<file path="src/rtl/instr_encoder_if.sv">
// Operation-in / encoded-word-out bus of the instruction encoder.
// The master side issues operations and consumes words; the slave side is the encoder.
interface instr_encoder_if #(
   parameter int CNT_W = 16
);
   logic             in_valid;
   logic             in_ready;
   logic [3:0]       in_op;
   logic [4:0]       in_rs;
   logic [4:0]       in_rt;
   logic [4:0]       in_rd;
   logic [15:0]      in_imm;
   logic [25:0]      in_target;
   logic             out_valid;
   logic             out_ready;
   logic [31:0]      out_instr;
   logic [31:0]      out_addr;
   logic [CNT_W-1:0] out_count;
   logic             err;

   modport master (
      output in_valid, in_op, in_rs, in_rt, in_rd, in_imm, in_target, out_ready,
      input  in_ready, out_valid, out_instr, out_addr, out_count, err
   );

   modport slave (
      input  in_valid, in_op, in_rs, in_rt, in_rd, in_imm, in_target, out_ready,
      output in_ready, out_valid, out_instr, out_addr, out_count, err
   );
endinterface

</file>
<file path="src/rtl/instr_encoder.sv">
// Encodes abstract operations into MIPS words behind a one-deep registered output stage.
// Macro ENC_ILLEGAL_TRAP_EN: ops 10-15 raise a sticky err instead of emitting a NOP.
module instr_encoder #(
   parameter logic [31:0] BASE_ADDR = 32'h0000_3000,
   parameter int          CNT_W     = 16
) (
   input  logic           clk,
   input  logic           reset,
   input  logic           restart,
   instr_encoder_if.slave bus
);
   localparam logic [3:0] OP_NOP = 4'd0;
   localparam logic [3:0] OP_ADD = 4'd1;
   localparam logic [3:0] OP_SUB = 4'd2;
   localparam logic [3:0] OP_ORI = 4'd3;
   localparam logic [3:0] OP_LW  = 4'd4;
   localparam logic [3:0] OP_SW  = 4'd5;
   localparam logic [3:0] OP_BEQ = 4'd6;
   localparam logic [3:0] OP_LUI = 4'd7;
   localparam logic [3:0] OP_JAL = 4'd8;
   localparam logic [3:0] OP_JR  = 4'd9;

   localparam logic [5:0] OPC_ORI = 6'b001101;
   localparam logic [5:0] OPC_LW  = 6'b100011;
   localparam logic [5:0] OPC_SW  = 6'b101011;
   localparam logic [5:0] OPC_BEQ = 6'b000100;
   localparam logic [5:0] OPC_LUI = 6'b001111;
   localparam logic [5:0] OPC_JAL = 6'b000011;

   localparam logic [5:0] FN_ADD = 6'b100000;
   localparam logic [5:0] FN_SUB = 6'b100010;
   localparam logic [5:0] FN_JR  = 6'b001000;

   logic             valid_reg;
   logic [31:0]      instr_reg;
   logic [31:0]      addr_reg;
   logic [CNT_W-1:0] count_reg;
   logic             err_reg;
   logic [31:0]      word_next;
   logic             in_hs;
   logic             out_hs;
   logic             load;

   function automatic logic [31:0] r_word(input logic [4:0] rs, input logic [4:0] rt,
                                          input logic [4:0] rd, input logic [5:0] funct);
      return {6'b000000, rs, rt, rd, 5'b00000, funct};
   endfunction

   function automatic logic [31:0] i_word(input logic [5:0] opc, input logic [4:0] rs,
                                          input logic [4:0] rt, input logic [15:0] imm);
      return {opc, rs, rt, imm};
   endfunction

   // Illegal codes fall through to the all-zero word, which is also the NOP encoding.
   always_comb begin
      word_next = 32'h0000_0000;
      case (bus.in_op)
         OP_NOP:  word_next = 32'h0000_0000;
         OP_ADD:  word_next = r_word(bus.in_rs, bus.in_rt, bus.in_rd, FN_ADD);
         OP_SUB:  word_next = r_word(bus.in_rs, bus.in_rt, bus.in_rd, FN_SUB);
         OP_ORI:  word_next = i_word(OPC_ORI, bus.in_rs, bus.in_rt, bus.in_imm);
         OP_LW:   word_next = i_word(OPC_LW, bus.in_rs, bus.in_rt, bus.in_imm);
         OP_SW:   word_next = i_word(OPC_SW, bus.in_rs, bus.in_rt, bus.in_imm);
         OP_BEQ:  word_next = i_word(OPC_BEQ, bus.in_rs, bus.in_rt, bus.in_imm);
         OP_LUI:  word_next = i_word(OPC_LUI, 5'd0, bus.in_rt, bus.in_imm);
         OP_JAL:  word_next = {OPC_JAL, bus.in_target};
         OP_JR:   word_next = r_word(bus.in_rs, 5'd0, 5'd0, FN_JR);
         default: word_next = 32'h0000_0000;
      endcase
   end

   assign bus.in_ready = reset && !restart && (!valid_reg || bus.out_ready);
   assign in_hs        = bus.in_valid && bus.in_ready;
   assign out_hs       = valid_reg && bus.out_ready;

`ifdef ENC_ILLEGAL_TRAP_EN
   logic illegal;
   assign illegal = (bus.in_op > OP_JR);
   // A trapped op is consumed but must not disturb the output stage.
   assign load    = in_hs && !illegal;

   always_ff @(posedge clk) begin
      if (!reset) begin
         err_reg <= 1'b0;
      end else if (in_hs && illegal) begin
         err_reg <= 1'b1;
      end
   end
`else
   assign load    = in_hs;
   assign err_reg = 1'b0;
`endif

   // Retire and load may both happen on one edge, so a new word replaces the old one with no bubble.
   always_ff @(posedge clk) begin
      if (!reset) begin
         valid_reg <= 1'b0;
         instr_reg <= 32'h0000_0000;
         addr_reg  <= BASE_ADDR;
         count_reg <= '0;
      end else if (restart) begin
         valid_reg <= 1'b0;
         addr_reg  <= BASE_ADDR;
         count_reg <= '0;
      end else begin
         if (out_hs) begin
            addr_reg  <= addr_reg + 32'd4;
            count_reg <= count_reg + CNT_W'(1);
         end
         if (load) begin
            valid_reg <= 1'b1;
            instr_reg <= word_next;
         end else if (out_hs) begin
            valid_reg <= 1'b0;
         end
      end
   end

   assign bus.out_valid = valid_reg;
   assign bus.out_instr = instr_reg;
   assign bus.out_addr  = addr_reg;
   assign bus.out_count = count_reg;
   assign bus.err       = err_reg;
endmodule

</file>
<file path="src/flat_wrapper.sv">
// flat-port wrapper written by rule: the top's interface ports become plain ports
module instr_encoder_flat 
#(
   parameter logic [31:0] BASE_ADDR = 32'h0000_3000,
   parameter int          CNT_W     = 16
)
  (clk, reset, restart, bus_in_valid, bus_in_op, bus_in_rs, bus_in_rt, bus_in_rd, bus_in_imm, bus_in_target, bus_out_ready, bus_in_ready, bus_out_valid, bus_out_instr, bus_out_addr, bus_out_count, bus_err);
  instr_encoder_if #(.CNT_W(CNT_W)) bus_i ();
  input  logic clk;
  input  logic reset;
  input  logic restart;
  input wire logic [$bits(bus_i.in_valid)-1:0] bus_in_valid;
  input wire logic [$bits(bus_i.in_op)-1:0] bus_in_op;
  input wire logic [$bits(bus_i.in_rs)-1:0] bus_in_rs;
  input wire logic [$bits(bus_i.in_rt)-1:0] bus_in_rt;
  input wire logic [$bits(bus_i.in_rd)-1:0] bus_in_rd;
  input wire logic [$bits(bus_i.in_imm)-1:0] bus_in_imm;
  input wire logic [$bits(bus_i.in_target)-1:0] bus_in_target;
  input wire logic [$bits(bus_i.out_ready)-1:0] bus_out_ready;
  output wire logic [$bits(bus_i.in_ready)-1:0] bus_in_ready;
  output wire logic [$bits(bus_i.out_valid)-1:0] bus_out_valid;
  output wire logic [$bits(bus_i.out_instr)-1:0] bus_out_instr;
  output wire logic [$bits(bus_i.out_addr)-1:0] bus_out_addr;
  output wire logic [$bits(bus_i.out_count)-1:0] bus_out_count;
  output wire logic [$bits(bus_i.err)-1:0] bus_err;
  assign bus_i.in_valid = bus_in_valid;
  assign bus_i.in_op = bus_in_op;
  assign bus_i.in_rs = bus_in_rs;
  assign bus_i.in_rt = bus_in_rt;
  assign bus_i.in_rd = bus_in_rd;
  assign bus_i.in_imm = bus_in_imm;
  assign bus_i.in_target = bus_in_target;
  assign bus_i.out_ready = bus_out_ready;
  assign bus_in_ready = bus_i.in_ready;
  assign bus_out_valid = bus_i.out_valid;
  assign bus_out_instr = bus_i.out_instr;
  assign bus_out_addr = bus_i.out_addr;
  assign bus_out_count = bus_i.out_count;
  assign bus_err = bus_i.err;
  instr_encoder #(.BASE_ADDR(BASE_ADDR), .CNT_W(CNT_W)) u_core (.clk(clk), .reset(reset), .restart(restart), .bus(bus_i));
endmodule
</file>
<file path="config.mk">
export PLATFORM = sky130hd
export DESIGN_NAME = instr_encoder_flat
export DESIGN_NICKNAME = d
export VERILOG_FILES = /design/src/rtl/instr_encoder_if.sv /design/src/rtl/instr_encoder.sv /design/src/flat_wrapper.sv
export SDC_FILE = /design/constraint.sdc
export NUM_CORES = 1
export LEC_CHECK = 0
export BUFFER_PORTS_ARGS = -buffer_cell sky130_fd_sc_hd__buf_2
export CAP_MARGIN = 30
export CORE_ASPECT_RATIO = 0.7
export CORE_UTILIZATION = 53
export CTS_BUF_LIST = sky130_fd_sc_hd__clkbuf_8 sky130_fd_sc_hd__clkbuf_16
export DETAILED_ROUTE_END_ITERATION = 8
export GPL_TIMING_DRIVEN = 0
export HOLD_SLACK_MARGIN = 0.12
export PLACE_DENSITY = 0.95
export SLEW_MARGIN = 10
export SYNTH_ARGS = -nofsm -noshare
export SYNTH_HDL_FRONTEND = slang
export SYNTH_SLANG_ARGS = --single-unit
</file>
<file path="constraint.sdc">
create_clock -name clk -period 4.8 [get_ports clk]
set_input_delay 0.24 -clock clk [delete_from_list [all_inputs] [get_ports clk]]
set_output_delay 0.24 -clock clk [all_outputs]
set_load 0.01 [all_outputs]
</file>
# ---- Yosys cells after proc, flatten, opt, wreduce, memory -nomap -nowiden
# Index checks and enable logic that the tools add are counted.
dict set report totals {
  latch_bits 0
  ram_bits 0
  wordCells 30
  mem_count 0
  reg_bits 81
  romBits 0
}
dict set report classes {
  div_mod_pow 0
  muxes 3
  magnitude_cmp 0
  bitwise 2
  shifts 0
  eq_ne 9
  addsub 2
  reduce_logical 10
  n_mul 0
}
# operator count
set op_table {}
lappend op_table {{one-hot mux 32 bit (9 select lines)} 1}
lappend op_table {{adder 32 x 3 -> 32 bit (second input constant)} 1}
lappend op_table {{adder 16 x 1 -> 16 bit (second input constant)} 1}
lappend op_table {{equality test 4 x 3 -> 1 bit (second input constant)} 4}
lappend op_table {{equality test 4 x 2 -> 1 bit (second input constant)} 2}
lappend op_table {{equality test 4 bit (second input constant)} 2}
lappend op_table {{equality test 4 x 1 -> 1 bit (second input constant)} 1}
lappend op_table {{logical AND 1 bit} 4}
lappend op_table {{logical NOT 1 bit} 2}
lappend op_table {{2-to-1 mux 1 bit} 2}
lappend op_table {{NOT 1 bit} 2}
lappend op_table {{AND reduction 2 bit} 1}
lappend op_table {{nonzero test 2 bit} 1}
lappend op_table {{OR reduction 2 bit} 1}
lappend op_table {{logical OR 1 bit} 1}

# ---- Depth between registers and ports, before layout
dict set report depth {
  ltp_word 5
  ltp_mapped 6
}

# ---- Least setup slack after synthesis
# OpenSTA, ideal clock, no wires.
dict set report synth_path {
  path_kind {register to register}
  start {reg u_core.addr_reg[6], in the netlist u_core.bus.out_addr[6]}
  end {reg u_core.addr_reg[24], in the netlist u_core.bus.out_addr[24]}
  path_buffers 1
  required_ps 4730
  synth_period_minus_slack_ps 1843
  arrival_ps 1773
  stages_incl_launch_ff 6
  slack_ps 2957
  setup_time_ps 70
  path_cell_list {dfxtp_1 -> nand4_4 -> or3_1 -> buf_2 -> or4_1 -> a21oi_1}
}
dict set report synth_via {
  elab_chain_len 1
}
# item line_no
set synth_rtl {}
lappend synth_rtl {{start, declared} instr_encoder.sv:36} ;# logic [31:0] addr_reg;
lappend synth_rtl {{start signal, assigned} instr_encoder.sv:107} ;# addr_reg <= addr_reg + 32'd4;
lappend synth_rtl {{adder 32 x 3 -> 32 bit} instr_encoder.sv:107}
# Every way passes these cells.
# A chain may end at the register's enable or synchronous reset.

# ---- Worst setup path in the final report
dict set report layout_path {
  start {reg u_core.valid_reg, in the netlist u_core.bus.out_valid}
  end {reg u_core.addr_reg[31], in the netlist u_core.bus.out_addr[31]}
}
dict set report layout_via {
  elab_chain_len 1
}
# item line_no
set layout_rtl {}
lappend layout_rtl {{start, declared} instr_encoder.sv:34} ;# logic valid_reg;
lappend layout_rtl {{start signal, assigned} instr_encoder.sv:97} ;# valid_reg <= 1'b0;
lappend layout_rtl {{start signal, assigned} instr_encoder.sv:102} ;# valid_reg <= 1'b0;
lappend layout_rtl {{start signal, assigned} instr_encoder.sv:111} ;# valid_reg <= 1'b1;
lappend layout_rtl {{logical AND 1 bit} instr_encoder.sv:74} ;# assign out_hs = valid_reg && bus.out_ready;
# Every way passes these cells.

==> results.json <==
{
  "r2r_cells": 5,
  "h-tree-depth": 3,
  "maxSlewHeadroom_pct": 42.0,
  "finalClockSkew_ns": 0.00982,
  "cp_max_fo": 10,
  "fillers": 576,
  "drc": 0,
  "min_path_type": "input pin to flip-flop",
  "setup_tns_ns": 0,
  "io_buffer_count": 141,
  "setup.worst_path.start_class": "flip-flop",
  "grt_usage_pct": 30.3,
  "final_cell_mix": "buf_2 (143), dfxtp_1 (78), nand2_1 (56)",
  "worstPathArrival_ns": 2.42,
  "crit_buf_inv": 1,
  "area_delta_synth_final_pct": 27.9,
  "finalMaxSlewViolations": 0,
  "wl_um": 11600,
  "antenna_found_initial": 0,
  "cp.required_ns": 5.08,
  "crit_chain": "nand3_1 -> or3_1 -> buf_2 -> nor4_1 -> mux2i_1",
  "layout_min_cycle_time_ns": 2.14,
  "postCtsSetupBuffers": 0,
  "worst_pin_slew_ns": 0.862,
  "slowest_stage": "dfxtp_1",
  "path_class": "flip-flop to flip-flop",
  "die_w_um": 104,
  "firstDrtPassIters": 6,
  "via_per_inst": 6.00,
  "ys.flop_type": "dfxtp_1",
  "die_h_um": 73.6,
  "path_clk_slew_ns": 0.08,
  "mostFrequentLayoutCell": "buf_2",
  "leakagePower_nw": 2.02,
  "grt_pass1_vias": 3866,
  "outcome": "finished, final reports clean",
  "hold_path_depth": 3,
  "syn-instance-count": 467,
  "postCtsHoldBufs": 0,
  "cts_sinks": 78,
  "grt_overflow": 0,
  "period_share_pct": 44.6,
  "reg2reg_from": "u_core.bus.out_valid$_SDFFE_PP0P_",
  "finalSetupViolCount": 0,
  "yosysSeqAreaShare_pct": 40.3,
  "antenna_left": 0,
  "final_hold_viol_count": 0,
  "max_freq_mhz": 467,
  "via_count": 4323,
  "start_util_pct": 56.1,
  "drive_above_1_share_pct": 26.8,
  "core-area_um2": 6910,
  "cellPowerDensity_nw_per_um2": 281,
  "nets": 690,
  "max-vdd-ir-drop_mv": 0.189,
  "grt_first_pass_wirelength_um": 18500,
  "post_drt_wl_per_cell_um": 16.0,
  "cts_tree": "done",
  "root_buffer": "clkbuf_8",
  "ys_warn_count": 0,
  "dieArea_um2": 7670,
  "place_congestion": 0.892,
  "rsz0062_at_grt": "false",
  "rrSetupSlack_ns": 2.66,
  "io_pins": 149,
  "min_to": "u_core.bus.out_valid$_SDFFE_PP0P_",
  "clkLatencyLatePin_ns": 0.35,
  "synth_edf_count": 0,
  "path_delay_family": "simple AND/OR/NAND/NOR gates",
  "synth-seq-cells": 78,
  "cap_viol_max_count": 0,
  "hold_ws_ns": 0.149,
  "grt_max_degree": 13,
  "rows": 25,
  "synthArstFlopShare_pct": 0,
  "clockBufferDepth": 2,
  "critPathCaptureType": "flip-flop",
  "hpwl_um": 8730,
  "synthDistinctLibCells": 48,
  "first_iter_violations": 440,
  "critical_path.max_stage_delay_ns": 0.48,
  "netlist_area_um2": 3880,
  "syn_avg_cell_area_um2": 8.30,
  "cts_inserted_buffers": 9,
  "num_antenna_cells": 0,
  "ctsResizeCount": 0,
  "hold_path.startpoint": "bus_in_valid",
  "r2r-end": "u_core.bus.out_addr[31]$_SDFFE_PP0P_"
}
## area by class of cell
type | count | area, um^2 | share of cell area, %
multi-input combinational | 350 | 2150 | 43.4
clock buffer | 11 | 151 | 3.05
sequential | 78 | 1560 | 31.5
clock inverter | 5 | 97.6 | 1.97
timing repair buffer | 141 | 706 | 14.2
buffer | 37 | 156 | 3.15
tap | 94 | 118 | 2.37
inverter | 5 | 18.8 | 0.378
## report_power, final
part	internal, W	leakage [nW]	switching [W]	total (W)
logic	0.0000520	1.26	0.0000760	0.000128
registers	0.000652	0.629	0.00000387	0.000656
clock network	0.000371	0.132	0.000238	0.000608
## through the flow
| step | setup slack, ns | power [W] | util, % | cell area (um^2) | instances |
|---|---|---|---|---|---|
| 2_1_floorplan | 2.96 | 0.000740 | - | 3890 | 470 |
| 3_3_place_gp | 2.78 | 0.000789 | 68.2 | 4710 | 705 |
| 3_5_place_dp | 2.70 | 0.000795 | 68.2 | 4710 | 705 |
| 4_1_cts | 2.68 | 0.00139 | 71.8 | 4960 | 721 |
| 5_1_grt | 2.53 | 0.00143 | 71.8 | 4960 | 721 |
| 6_report | 2.66 | 0.00139 | 71.8 | 4960 | 721 |
## worst register-to-register path, delay by kind of cell, from the launching register on
family        cells  cell delay [ns]
buf+inv           1             0.21
mux               1             0.23
simple gates      3             1.15
flops             1             0.48
## flip-flops by register name, indices dropped and copies added, names as in the netlist
register and cells:
u_core.bus.out_valid 1, u_core.bus.out_addr 30, u_core.bus.out_instr 31, u_core.bus.out_count 16
## kinds of logic after synthesis
logic type | share of synthesized area, %
other cells | 0.0967
mux | 1.55
buf+inv | 4.52
fa+ha+maj | 0.645
compound gates | 20.3
xor+xnor | 4.97
flops | 40.3
simple gates | 27.7
## synth_stat cells (2+ instances only)
cell / n / area share (%)
dfxtp_1: 78 / 40
nand4_1: 13 / 2.1
ha_1: 2 / 0.65
or3_1: 8 / 1.3
a22oi_1: 5 / 0.97
nor4b_1: 2 / 0.45
clkbuf_1: 28 / 2.7
nand2_1: 56 / 5.4
o22ai_1: 5 / 0.81
a31o_2: 2 / 0.45
a21oi_1: 22 / 2.8
o21ai_0: 15 / 1.9
buf_1: 3 / 0.29
o221a_2: 2 / 0.58
and2_1: 3 / 0.48
inv_1: 5 / 0.48
nor3_1: 7 / 0.90
or4_1: 9 / 1.7
o211ai_1: 2 / 0.39
o31ai_1: 14 / 2.7
a21boi_0: 19 / 3.7
nand2b_1: 11 / 1.8
nor4_1: 10 / 1.6
xnor2_1: 11 / 2.5
buf_4: 4 / 0.77
nor2_1: 25 / 2.4
mux2i_1: 6 / 1.5
and4_1: 8 / 1.8
buf_2: 2 / 0.26
a41o_1: 2 / 0.52
nand3_1: 41 / 5.3
a32o_1: 14 / 3.6
xor2_1: 11 / 2.5
and3_1: 7 / 1.1
a31oi_1: 2 / 0.32
## metal layers
layer  vias up  part of all wire (%)  track usage [%]
met5         -                     0                0
met4         0                   1.5             10.3
met3        21                   8.1             7.19
met2       207                    45             48.7
met1      2066                    46             40.4
li1       2029                     -                -
## worst max path at each step
stage	start	endpoint	slack [ns]	depth (start not counted)
final	u_core.bus.out_valid$_SDFFE_PP0P_	u_core.bus.out_addr[31]$_SDFFE_PP0P_	2.66	5
after global routing	u_core.bus.out_valid$_SDFFE_PP0P_	u_core.bus.out_addr[25]$_SDFFE_PP0P_	2.53	5
after floorplan	u_core.bus.out_addr[6]$_SDFFE_PP0P_	u_core.bus.out_addr[24]$_SDFFE_PP0P_	2.96	5
after detailed placement	reset	bus_in_ready	2.70	6
after global placement	reset	bus_in_ready	2.78	6
after CTS	u_core.bus.out_valid$_SDFFE_PP0P_	u_core.bus.out_addr[25]$_SDFFE_PP0P_	2.68	5
No activity file was read; power rests on OpenSTA's default activity.
